--- config.mk ---
export PLATFORM = sky130hd
export DESIGN_NAME = mp_add_seq
export DESIGN_NICKNAME = d
export VERILOG_FILES = /design/src/rtl/mp_add_seq.sv
export SDC_FILE = /design/constraint.sdc
export NUM_CORES = 1
export LEC_CHECK = 0
export ABC_CLOCK_PERIOD_IN_PS = 10150
export CAP_MARGIN = 20
export CORE_ASPECT_RATIO = 0.75
export CORE_MARGIN = 4
export CORE_UTILIZATION = 54
export DETAILED_ROUTE_END_ITERATION = 8
export PLACE_DENSITY = 0.86
export SETUP_SLACK_MARGIN = 0.4
export SYNTH_ARGS = -nofsm -noshare
export SYNTH_HDL_FRONTEND = slang
export SYNTH_SLANG_ARGS = --single-unit
export TNS_END_PERCENT = 100
--- constraint.sdc ---
create_clock -name clk -period 10.15 [get_ports clk]
set_input_delay 1.015 -clock clk [delete_from_list [all_inputs] [get_ports clk]]
set_output_delay 1.015 -clock clk [all_outputs]
set_load 0.1 [all_outputs]
--- src/rtl/mp_add_seq.sv ---
// Sequential 64-bit adder: one 16-bit slice reused over four passes with a rippled carry.
// Define ADDER_SUB_EN to add the sub port (A-B through inverted B and a forced carry-in).
module mp_add_seq (
    input  logic        clk,
    input  logic        rst,
    input  logic        in_valid,
    output logic        in_ready,
    input  logic [63:0] a,
    input  logic [63:0] b,
    input  logic        cin,
`ifdef ADDER_SUB_EN
    input  logic        sub,
`endif
    output logic        out_valid,
    input  logic        out_ready,
    output logic [63:0] sum,
    output logic        co,
    output logic        busy,
    output logic [1:0]  dbg_state
);

    // Handshake: a transfer happens on a rising edge where valid and ready are both high;
    // in_ready is high only in IDLE and out_valid only in DONE, so the two never overlap.
    typedef enum logic [1:0] {
        IDLE = 2'd0,
        RUN  = 2'd1,
        DONE = 2'd2
    } state_t;

    state_t      state;
    logic [63:0] a_r;
    logic [63:0] b_r;
    logic [1:0]  idx;
    logic        carry;
    logic [15:0] x;
    logic [15:0] y;
    logic [16:0] slice;

    assign dbg_state = state;

    always_comb begin
        x     = a_r[16*idx +: 16];
        y     = b_r[16*idx +: 16];
        slice = {1'b0, x} + {1'b0, y} + {16'b0, carry};
    end

    always_ff @(posedge clk) begin
        if (rst) begin
            state     <= IDLE;
            a_r       <= '0;
            b_r       <= '0;
            idx       <= '0;
            carry     <= 1'b0;
            sum       <= '0;
            co        <= 1'b0;
            in_ready  <= 1'b1;
            out_valid <= 1'b0;
            busy      <= 1'b0;
        end else begin
            case (state)
                IDLE: begin
                    if (in_valid) begin
                        a_r      <= a;
`ifdef ADDER_SUB_EN
                        // Two's complement subtract: invert B, carry-in of 1 replaces cin.
                        b_r      <= sub ? ~b : b;
                        carry    <= sub | cin;
`else
                        b_r      <= b;
                        carry    <= cin;
`endif
                        idx      <= '0;
                        state    <= RUN;
                        in_ready <= 1'b0;
                        busy     <= 1'b1;
                    end
                end
                RUN: begin
                    sum[16*idx +: 16] <= slice[15:0];
                    carry             <= slice[16];
                    idx               <= idx + 2'd1;
                    if (idx == 2'd3) begin
                        co        <= slice[16];
                        state     <= DONE;
                        out_valid <= 1'b1;
                    end
                end
                DONE: begin
                    if (out_ready) begin
                        state     <= IDLE;
                        out_valid <= 1'b0;
                        busy      <= 1'b0;
                        in_ready  <= 1'b1;
                    end
                end
                default: begin
                    state     <= IDLE;
                    out_valid <= 1'b0;
                    busy      <= 1'b0;
                    in_ready  <= 1'b1;
                end
            endcase
        end
    end

endmodule

# [After elaboration in Yosys (flattened, before gate mapping)]
# Index checks and enable logic that the tools add are counted.
[op_classes] addsub=4 mul=0 n_div=0 magnitude_cmp=0 eq_ne=6 n_shift=4 mux=17 n_bitwise=2 reduce_logical=8
[op_table] cell="variable part select 64 x 7 -> 16 bit" count=2
[op_table] cell="bitwise mux 64 bit" count=1
[op_table] cell="variable shift 16 x 34 -> 64 bit (first input constant)" count=1
[op_table] cell="variable part select 16 x 34 -> 64 bit" count=1
[op_table] cell="negation 6 -> 34 bit" count=1
[op_table] cell="adder 16 x 16 -> 17 bit" count=1
[op_table] cell="adder 17 x 1 -> 17 bit" count=1
[op_table] cell="case mux 1 bit (3 select lines)" count=3
[op_table] cell="AND reduction 3 bit" count=3
[op_table] cell="two-way mux 2 bit" count=4
[op_table] cell="two-way mux 1 bit" count=6
[op_table] cell="!= test 2 bit (second input constant)" count=3
[op_table] cell="case mux 2 bit (3 select lines)" count=1
[op_table] cell="AND reduction 2 bit" count=3
[op_table] cell="== test 2 bit (second input constant)" count=2
[op_table] cell="case mux 2 bit (2 select lines)" count=1
[op_table] cell="adder 2 x 1 -> 2 bit (second input constant)" count=1
[op_table] cell="== test 2 x 1 -> 1 bit (second input constant)" count=1
[op_table] cell="zero test 2 bit" count=1
[op_table] cell="inverter 1 bit" count=2
[op_table] cell="case mux 1 bit (2 select lines)" count=1
[op_table] cell="nonzero test 2 bit" count=1
[word_totals] ff_bits=201 latchBits=0 ram_bits=0 mem_bits_ro=0 elab_cells=51 memories=0

# [Depth between registers and ports, before layout]
[depth] depth_word=5 depth_mapped=12 depth_no_buf=10

# [Worst setup path before layout]
# No wires, ideal clock.
[synth_timing] kind="register to register" from="register idx[0]" to="register co" setup_ns=0.117 arrival_ns=3.354 t_required_ns=10.033 path_slack_ns=6.679 stages_incl_launch_ff=13 n_path_buf=2 cell_sequence="dfxtp_1 -> buf_2 -> buf_2 -> mux4_2 -> fa_1 -> inv_1 -> fa_1 -> nor2b_1 -> o2111ai_1 -> a21oi_1 -> or2b_2 -> a21o_1 -> a32o_1"
[synth_via] elab_chain_cells=3 word_cells_on_any_way=6 classes_between="2 x add/sub; 1 x eq/ne; 2 x shift; 1 x reduce/logical"
[synth_lines] item="from (decl)" line="33" text="logic [1:0] idx;"
[synth_lines] item="from (signal assigned)" line="81" text="idx <= idx + 2'd1;"
[synth_lines] item="variable part select 64 x 7 -> 16 bit (on tied branches)" line="42, 43"
[synth_lines] item="adder 16 x 16 -> 17 bit" line="44" text="slice = {1'b0, x} + {1'b0, y} + {16'b0, carry};"
[synth_lines] item="adder 17 x 1 -> 17 bit" line="44"
[synth_lines] item="to (signal assigned)" line="83" text="co <= slice[16];"
[synth_lines] item="to (decl)" line="17" text="output logic co,"
# Several ways; a longest one is shown, not always the timed one.
# A chain may end at the register's enable or synchronous reset.

# [Worst setup path after layout]
[layout_timing] from="register idx[0]" to="register sum[58]"
[layout_via] elab_chain_cells=5 word_cells_on_any_way=8 classes_between="3 x add/sub; 4 x shift; 1 x mux"
[layout_lines] item="variable part select 64 x 7 -> 16 bit (on tied branches)" line="42, 43"
[layout_lines] item="adder 16 x 16 -> 17 bit" line="44"
[layout_lines] item="adder 17 x 1 -> 17 bit" line="44"
[layout_lines] item="variable part select 16 x 34 -> 64 bit" line="79" text="sum[16*idx +: 16] <= slice[15:0];"
[layout_lines] item="bitwise mux 64 bit (*)" line="79"
[layout_lines] item="to (signal, indexed assignment)" line="79"
[layout_lines] item="to (decl)" line="16" text="output logic [63:0] sum,"
# Every way passes the cells marked *; elsewhere a longest branch is shown, timed or not.

==> results.md <==
* EDFF count, synth at 0
* Final Hold Viols at 0
* Routability-driven placement congestion ratio at around 0.9
* Asr flop ratio synth at 0
* Largest net degree at the start of global routing at between 90 and 100
* Die area at 17880 µm²
* Post-Syn Nets at 1102
* CTS Buf Count at 20
* Syn avg cell area at approximately 9 µm²
* Flop-to-flop setup slack at just over 6 ns
* Die Wd at approximately 150 µm
* Most common flop cell mapped by yosys: dfxtp_1
* Critical Path Fanout Max at 26
* Reg-to-reg startpoint: idx[0]
* R2R Path End: sum[58]
* DRC viols at 0
* Hold Path End: sum[44]
* Max-cap violations at 0
* Net Switching at a little under 500 µW
* Initial core utilization at 0.5546
* Total power at 1.931 mW
* Int Pwr at roughly 1.4 mW
* Buffers on Ports at just over 200
* Multi-input logic area at 4197 µm²
* Antenna violations before repair at 0
* Drt wl/cell at between 15 and 20 µm
* Peak Freq at 0.2502 GHz
* Req. time, crit path at approximately 11 ns
* Fin crit period at 3.996 ns
* I/O Pins at approximately 200
* CTS Sinks at about 200
* Die H at ~120 µm
* CTS root buf: clkbuf_16
* FF+latch area at 4026 µm²
* CP Data Arrival Time at approximately 4.4 ns
* Hold Path Depth at 2
* Fin Clk Skew at between 0.01 and 0.015 ns
* Outcome: complete, no violations
* PD cells at 170.5 nW/µm²
* H-tree depth at 1
* Cells after Synth at around 950
* Gr ovfl total at 0
* Crit-path cells: buf_4 -> mux4_2 -> fa_1 -> inv_1 -> fa_1 -> nor2b_1 -> o2111ai_1 -> a21oi_1 -> or2b_2 -> a21oi_1 -> a22o_1
* Synth Warn # at 0
* Sw Share at 0.2524
* TNS Setup at 0 ns
* Reg clk slew, reported paths at about 0.060 ns
* Postcts setup bufs at 0
* Core area at about 15000 µm²
* CTS resizes at 0
* Clk Latency, worst-skew pair at a little under 0.5 ns
* Hold Startpoint: sum[44]
* Setup violations, final at 0
* Synth area leaders: dfxtp_1, nand2_1, a21oi_1, mux4_2, a22o_1
* Distinct cells, synth at 58
* Fillcell total at approximately 1100
* Row Count at 39
* Antenna Nets Post-Route at 0
* Final cycle utilization of the critical path at 0.3937
* Ant diodes at 0
* Vias/cell at about 5.7
* Max Slew Vio Count at 0
* Vias in the first global route at between 7000 and 8000
* Detailed Place HPWL at approximately 17000 µm
* Nets at approximately 1300
* Fraction of layout cells with a size suffix above 1 at 0.08230
* Cts hold-fix bufs at 0
* RSZ-0062 raised after global routing: no
* Longest Clk Path Bufs at 3
* GRT Overall Usage at 0.2620
* Tightest Pin Transition at 1.007 ns
* Lkg Pwr at roughly 4.3 nW
* Startpoint class of the critical path: flop
* Worst Setup End Kind: flop
* Most frequent cells after synthesis: nand2_1, dfxtp_1, a21oi_1
* Worst reg2reg path depth at 11
* Post-synthesis sequential area ratio at 0.4720
* CP max stage cell: dfxtp_2
* Type of the most critical hold path: reg -> reg
* VDD IR max at roughly 95 µV
* Yosys top cell area share at 0.4720
* Count leader, synth: nand2_1
* Layout area overhead at 32.85%
* Area leader, netlist: dfxtp_1
* Slew margin rel. at 0.3267
* Iter 0 DRT Violations at between 700 and 800
* CTS tree: built
* Synth Cell Area at approximately 8500 µm²
* Vias post-DR at about 7600
* Clock network power share at 0.417
* Drt pass-1 iters at 5
* Wire length of the first global-routing pass at about 38000 µm
* Detailed Route WL at between 20000 and 25000 µm
* Combinational power share at 0.144
* WS Path Type: reg -> reg
* Max incr delay on CP at roughly 0.61 ns
* Seq pwr share at 0.438
* Synthesized flop and latch total at approximately 200
==> cells in the final DEF, fill, tap and decap left out, drive strengths merged, types with 7 or more instances in the layout <==
master           n
clkbuf          31
mux4            32
nor2            40
o21ai           11
ha              21
nand2          280
dfxtp          201
a21o             8
a21oi          151
clkdlybuf4s50  201
a22oi           29
buf              7
a22o            32
nor3             8
xnor2            9
inv             12
==> critical path, delay by kind of cell (launching register included) <==
kind | cells | cell delay, ns
adders and majority gates | 2 | 0.65
DFF | 1 | 0.61
buffers and inverters | 2 | 0.60
AOI/OAI and AO/OA | 4 | 1.05
muxes | 1 | 0.58
and+or+nand+nor | 2 | 0.42
==> worst max path at each step <==
| stage | from | cells after the start | endpoint | slack [ns] |
|---|---|---|---|---|
| finish | idx[0] | 11 | sum[58] | 6.15 |
| global route | idx[0] | 11 | sum[58] | 5.87 |
| floorplan | idx[0] | 12 | co | 6.68 |
| CTS | idx[0] | 11 | sum[58] | 6.14 |
| detailed placement | idx[0] | 11 | sum[58] | 6.16 |
| global placement | idx[0] | 11 | sum[58] | 6.25 |
==> cell families (layout without fill, tap and decap cells) <==
family / after synthesis / after routing / synth area share
buffers and inverters: 72 / 256 / 0.03625
xor gates and xnor gates: 10 / 10 / 0.01028
muxes: 33 / 33 / 0.08572
AOI/OAI and AO/OA: 254 / 254 / 0.1857
and+or+nand+nor: 353 / 353 / 0.1745
DFF: 201 / 201 / 0.4720
adders and majority gates: 23 / 23 / 0.03552
==> state kept, by name, summed over array words and instances, names as in the netlist <==
name	flops
carry	1
idx	2
busy	1
co	1
a_r	64
dbg_state	2
out_valid	1
b_r	64
in_ready	1
sum	64
==> per-layer routing <==
layer	share of wire	global-route usage
met5	0	0
met4	0.019	0.05697
met3	0.090	0.05035
met2	0.46	0.4270
met1	0.43	0.3692
==> power groups by stage <==
stage	combinational (mW)	sequential (mW)	clock [mW]
after floorplan	0.149	0.881	0
after global placement	0.272	0.862	0
after detailed placement	0.274	0.863	0
after CTS	0.276	0.846	0.812
after global routing	0.300	0.850	0.843
final	0.278	0.847	0.806
==> cell type report <==
cell class,count,share of cell area
Clock buffer,31,0.05591
Clock inverter,5,0.009060
Inverter,12,0.003977
Multi-Input combinational cell,673,0.3706
Sequential cell,201,0.3555
Tap cell,205,0.02265
Timing Repair Buffer,208,0.1823
==> per-stage QoR <==
step | cell area (µm²) | worst slack [ns] | hold WS (ns) | util | instances
after floorplan | 8524 | 6.679 | 0.4331 | - | 946
after global placement | 10590 | 6.248 | 0.4333 | 0.6889 | 1299
after detailed placement | 10590 | 6.161 | 0.4381 | 0.6889 | 1299
after CTS | 11320 | 6.138 | 0.4463 | 0.7368 | 1335
after global routing | 11320 | 5.870 | 0.4611 | 0.7368 | 1335
final | 11320 | 6.154 | 0.4482 | 0.7368 | 1335
No activity file was read; power rests on OpenSTA's default activity.
